<file path="config.mk">
export PLATFORM = sky130hd
export DESIGN_NAME = alu_mdu
export DESIGN_NICKNAME = d
export VERILOG_FILES = /design/src/rtl/alu_mdu.sv
export SDC_FILE = /design/constraint.sdc
export NUM_CORES = 1
export LEC_CHECK = 0
export CORE_MARGIN = 8
export CORE_UTILIZATION = 50
export CTS_BUF_LIST = sky130_fd_sc_hd__clkbuf_4
export CTS_CLUSTER_DIAMETER = 120
export CTS_CLUSTER_SIZE = 20
export DETAILED_ROUTE_END_ITERATION = 12
export PLACE_DENSITY_LB_ADDON = 0.08
export SLEW_MARGIN = 30
export SYNTH_ARGS = -nofsm -noshare
export SYNTH_HDL_FRONTEND = slang
export SYNTH_SLANG_ARGS = --single-unit
</file>
<file path="constraint.sdc">
create_clock -name clk -period 15.5 [get_ports clk]
set_input_delay 3.1 -clock clk [delete_from_list [all_inputs] [get_ports clk]]
set_output_delay 3.1 -clock clk [all_outputs]
set_load 0.05 [all_outputs]
</file>
<file path="src/rtl/alu_mdu.sv">
// Registered execute-stage ALU with iterative unsigned multiply/divide and a start/busy/done handshake.
// Define ALU_DIV_EN to compile in the restoring divider; otherwise divu returns zero in one cycle.
module alu_mdu #(
    parameter int WIDTH = 32,
    parameter int CNT_W = $clog2(WIDTH + 1)
) (
    input  logic             clk,
    input  logic             rst,
    input  logic             start,
    input  logic [WIDTH-1:0] a,
    input  logic [WIDTH-1:0] b,
    input  logic [2:0]       sel,
    output logic [WIDTH-1:0] res,
    output logic [WIDTH-1:0] hi,
    output logic             ZF,
    output logic             busy,
    output logic             done
);

    typedef enum logic [1:0] {IDLE, MUL, DIV} state_t;

    localparam logic [CNT_W-1:0] LAST = CNT_W'(WIDTH - 1);

    state_t           state_q, state_d;
    logic [CNT_W-1:0] cnt_q, cnt_d;
    logic [WIDTH-1:0] opa_q, opa_d;
    logic [WIDTH-1:0] opb_q, opb_d;
    logic [WIDTH-1:0] acc_q, acc_d;
    logic [WIDTH-1:0] res_q, res_d;
    logic [WIDTH-1:0] hi_q, hi_d;
    logic             zf_q, zf_d;
    logic             busy_q, busy_d;
    logic             done_q, done_d;

    logic [WIDTH-1:0]   alu_res;
    logic [WIDTH:0]     mul_sum;
    logic [2*WIDTH-1:0] mul_p;

    always_comb begin
        alu_res = '0;
        case (sel)
            3'b000:  alu_res = a + b;
            3'b001:  alu_res = a - b;
            3'b010:  alu_res = a | b;
            3'b011:  alu_res = a & b;
            3'b100:  alu_res = {{(WIDTH-1){1'b0}}, (a < b)};
            3'b101:  alu_res = a ^ b;
            default: alu_res = '0;
        endcase
    end

    // Multiply: {acc, opa} is the product register; multiplier shifts out of opa LSB first.
    assign mul_sum = {1'b0, acc_q} + (opa_q[0] ? {1'b0, opb_q} : {(WIDTH+1){1'b0}});
    assign mul_p   = {mul_sum, opa_q[WIDTH-1:1]};

`ifdef ALU_DIV_EN
    // Divide: acc is the partial remainder, opa shifts dividend bits out MSB first and quotient bits in.
    logic [WIDTH:0]   div_shift;
    logic             div_ge;
    logic [WIDTH-1:0] div_rem;
    logic [WIDTH-1:0] div_quo;

    assign div_shift = {acc_q, opa_q[WIDTH-1]};
    assign div_ge    = (div_shift >= {1'b0, opb_q});
    assign div_rem   = div_ge ? (div_shift[WIDTH-1:0] - opb_q) : div_shift[WIDTH-1:0];
    assign div_quo   = {opa_q[WIDTH-2:0], div_ge};
`endif

    always_comb begin
        state_d = state_q;
        cnt_d   = cnt_q;
        opa_d   = opa_q;
        opb_d   = opb_q;
        acc_d   = acc_q;
        res_d   = res_q;
        hi_d    = hi_q;
        zf_d    = zf_q;
        done_d  = 1'b0;

        case (state_q)
            IDLE: begin
                if (start) begin
                    case (sel)
                        3'b111: begin
                            opa_d   = a;
                            opb_d   = b;
                            acc_d   = '0;
                            cnt_d   = '0;
                            state_d = MUL;
                        end
`ifdef ALU_DIV_EN
                        3'b110: begin
                            opa_d   = a;
                            opb_d   = b;
                            acc_d   = '0;
                            cnt_d   = '0;
                            state_d = DIV;
                        end
`endif
                        default: begin
                            res_d  = alu_res;
                            hi_d   = '0;
                            zf_d   = (alu_res == '0);
                            done_d = 1'b1;
                        end
                    endcase
                end
            end
            MUL: begin
                cnt_d = cnt_q + CNT_W'(1);
                acc_d = mul_p[2*WIDTH-1:WIDTH];
                opa_d = mul_p[WIDTH-1:0];
                if (cnt_q == LAST) begin
                    res_d   = mul_p[WIDTH-1:0];
                    hi_d    = mul_p[2*WIDTH-1:WIDTH];
                    zf_d    = (mul_p[WIDTH-1:0] == '0);
                    done_d  = 1'b1;
                    cnt_d   = '0;
                    state_d = IDLE;
                end
            end
`ifdef ALU_DIV_EN
            DIV: begin
                cnt_d = cnt_q + CNT_W'(1);
                acc_d = div_rem;
                opa_d = div_quo;
                if (cnt_q == LAST) begin
                    res_d   = div_quo;
                    hi_d    = div_rem;
                    zf_d    = (div_quo == '0);
                    done_d  = 1'b1;
                    cnt_d   = '0;
                    state_d = IDLE;
                end
            end
`endif
            default: state_d = IDLE;
        endcase

        busy_d = (state_d != IDLE);
    end

    always_ff @(posedge clk or posedge rst) begin
        if (rst) begin
            state_q <= IDLE;
            cnt_q   <= '0;
            opa_q   <= '0;
            opb_q   <= '0;
            acc_q   <= '0;
            res_q   <= '0;
            hi_q    <= '0;
            zf_q    <= 1'b1;
            busy_q  <= 1'b0;
            done_q  <= 1'b0;
        end else begin
            state_q <= state_d;
            cnt_q   <= cnt_d;
            opa_q   <= opa_d;
            opb_q   <= opb_d;
            acc_q   <= acc_d;
            res_q   <= res_d;
            hi_q    <= hi_d;
            zf_q    <= zf_d;
            busy_q  <= busy_d;
            done_q  <= done_d;
        end
    end

    assign res  = res_q;
    assign hi   = hi_q;
    assign ZF   = zf_q;
    assign busy = busy_q;
    assign done = done_q;

endmodule

</file>
==> results.ini <==
[drt]
wl_per_cell_um=21.50
drt-initial-drc-count=1541
drcViolationCount=0
via_per_inst=6.141
ant_nets=0
drt_first_pass_iters=9
wirelength_um=48210
vias=13770

[sta]
finalHoldViolations=0
worst_pin_slew_ns=1.031
rsz0062_at_grt=false
setup_viol=0
fin_crit_ns=7.309
fin_skew_ns=0.03228
drv_slew=0
worst_slack_ns=8.191
maxSlewHeadroom_pct=31.21
clock.fmax_mhz=136.8
fin_crit_sh_pct=47.15
whs_ns=0.4882
tns_ns=0

[grt]
grt_overflow=0
antenna_found_initial=3
track_usage_pct=28.06
grt_pass1_vias=12940
grt_max_degree=105
grt_pass1_wl_um=74750

[worst_setup_path]
startpoint_type=input port
critical_path.max_fanout=20
setup.worst_path.class=in -> reg
critical-path-max-stage-delay_ns=1.02
worst-path-buf-inv=2
endpoint_kind=flip-flop
cp.required_ns=16.00
cp_top_family=simple AND/OR/NAND/NOR gates
slowest_stage=clkdlybuf4s50_1
path_cells=clkdlybuf4s50_1 > inv_1 > nand2_1 > nor2_2 > a2111o_1 > a22o_1 > a211oi_2 > nand4_1 > nor4_1 > nand4_1 > nor4_2 > nand4_1 > o31ai_2
cpMostUsedCell=nand4_1
critical_path_arrival_ns=7.81

[clocking]
clock-root-buffer=clkbuf_4
clk_latency_ns=0.57
path_clk_slew_ns=0.15
clock_sinks=171
cts_tree=done
post_cts_resized=0
h-tree-depth=4
postCtsSetupBuffers=0
cts_buffer_depth=2
ctsHoldBuffers=0
cts_buffers=17

[power_and_ir_drop]
power_density_nw_per_um2=94.66
leakagePower_nw=7.447
peakVddDrop_uv=45.17

[synthesis]
netlist_area_um2=14130
synth_top_area_share_pct=30.10
yosys_warnings=0
synth_edf_count=0
synth-seq-cells=171
synth_cell_types=97
synth.area.top_cells=dfrtp_1 (30%), ha_1 (13%), nand2_1 (7.0%)
synthArstFlopShare_pct=100.0
yosysSeqAreaShare_pct=30.29
synth_top_cell_by_area=dfrtp_1
syn_area_per_cell_um2=7.940
synth_flop_cell=dfrtp_1
synth_fp_nets=1999
syn_inst=1780

[die]
dieWidth_um=184.1
core_um2=27780
dieArea_um2=33900
start_util_pct=50.87
io-pin-count=137
rows=61
die_h_um=184.1

[status]
status=finished clean

[place]
gp_congestion=1.033
dp_hpwl_um=36890
place.port_buffers=136
pre_cts_slack_ns=7.809

[hold_path]
holdCritPathClass=reg -> reg

[layout]
area_growth_pct=13.23
fin_nets=2070
fill_cells=2673
drive_above_1_share_pct=5.579

[job]
cap_viol_max_count=0

-- path summary, 6_finish.rpt --
path	startpoint	to	slack, ns	cells after the start
worst max-delay path	sel[1]	ZF$_DFFE_PP1P_	8.19	13
worst min-delay path	hi[0]$_DFFE_PP0P_	hi[0]$_DFFE_PP0P_	0.49	2
worst max register to register	opa_q[0]$_DFFE_PP0P_	hi[31]$_DFFE_PP0P_	11.24	15
worst min register to register	hi[0]$_DFFE_PP0P_	hi[0]$_DFFE_PP0P_	0.49	2
max in group asynchronous	rst	acc_q[14]$_DFFE_PP0P_	11.34	3
min in group asynchronous	rst	hi[22]$_DFFE_PP0P_	3.02	2
-- cell usage after synthesis, types with 12 or more instances --
master    count
xnor2_1      20
nor4_1       21
o31ai_1      36
a21o_1       35
nand2b_1     16
and2_1       47
nor2_1      125
o21ai_0     185
dfrtp_1     170
a211oi_1     18
ha_1        146
xor2_1       13
nor3_1       18
nand4_1      12
a21oi_1     173
o21bai_1     15
nand2_1     263
nand3_1      20
a31oi_1      14
inv_1       108
clkbuf_1     82
-- logic make-up after synthesis --
| family | synth area share (%) |
|---|---|
| flops | 30.29 |
| other cells | 0.02653 |
| simple gates | 18.81 |
| compound gates | 28.49 |
| buf+inv | 5.887 |
| mux | 1.107 |
| fa+ha+maj | 13.35 |
| xor+xnor | 2.045 |
-- per-stage QoR --
step                      total power (W)  area (um^2)  utilization, %  cells
after global routing             0.001608        16000           57.60   2243
after global placement           0.001245        15710           56.54   2210
after CTS                        0.001509        15990           57.57   2242
final                            0.001515        16000           57.60   2243
after floorplan                  0.001035        14130               -   1780
after detailed placement         0.001250        15720           56.57   2210
-- cells in the final DEF (no fill, tap or decap), types with 18 or more instances in the layout --
master / Yosys / layout
xnor2_1: 20 / 20
clkdlybuf4s50_1: 0 / 135
a21oi_1: 173 / 173
dfrtp_1: 170 / 170
nand2_1: 263 / 263
o31ai_1: 36 / 36
nor4_1: 21 / 21
inv_1: 108 / 107
nor2_1: 125 / 123
and2_1: 47 / 47
a211oi_1: 18 / 18
a21o_1: 35 / 35
nor3_1: 18 / 18
ha_1: 146 / 146
o21ai_0: 185 / 185
nand3_1: 20 / 19
clkbuf_4: 0 / 21
-- tightest hold or removal path, cell delays in order (launching register included) --
cell and delay, ns:
dfrtp_1 0.36, nand2_1 0.05, o21ai_0 0.06
-- power breakdown --
| group | switching (W) | internal [W] | total [W] | leakage (nW) |
|---|---|---|---|---|
| Combinational | 0.000413 | 0.000233 | 0.000646 | 5.08 |
| Clock | 0.000156 | 0.000102 | 0.000259 | 0.143 |
| Sequential | 0.0000761 | 0.000534 | 0.000610 | 2.23 |
| Total | 0.000645 | 0.000870 | 0.00151 | 7.45 |
-- sequential cells by signal, summed over array words and instances (netlist names) --
signal   count
res         32
cnt_q        6
opb_q       32
ZF           1
busy         1
acc_q       32
opa_q       32
hi          32
done         1
state_q      2
-- layout make-up --
| cell class | count | area [um^2] | share of cell area (%) |
|---|---|---|---|
| Antenna cell | 1 | 2.502 | 0.01564 |
| Clock buffer | 21 | 157.7 | 0.9851 |
| Clock inverter | 11 | 120.1 | 0.7506 |
| Inverter | 111 | 426.7 | 2.666 |
| Multi-Input combinational cell | 1398 | 9062 | 56.63 |
| Sequential cell | 171 | 4280 | 26.75 |
| Tap cell | 378 | 473.0 | 2.955 |
| Timing Repair Buffer | 152 | 1480 | 9.249 |
-- routing by layer --
metal  wire [um]  track usage (%)  vias to the layer above
met5           0                0                        -
met4         965            6.389                        0
met3        4617            5.828                       77
met2       20540            42.02                      638
met1       22090            40.84                     6591
li1            -                -                     6468
(Power assumes the default switching activity.)
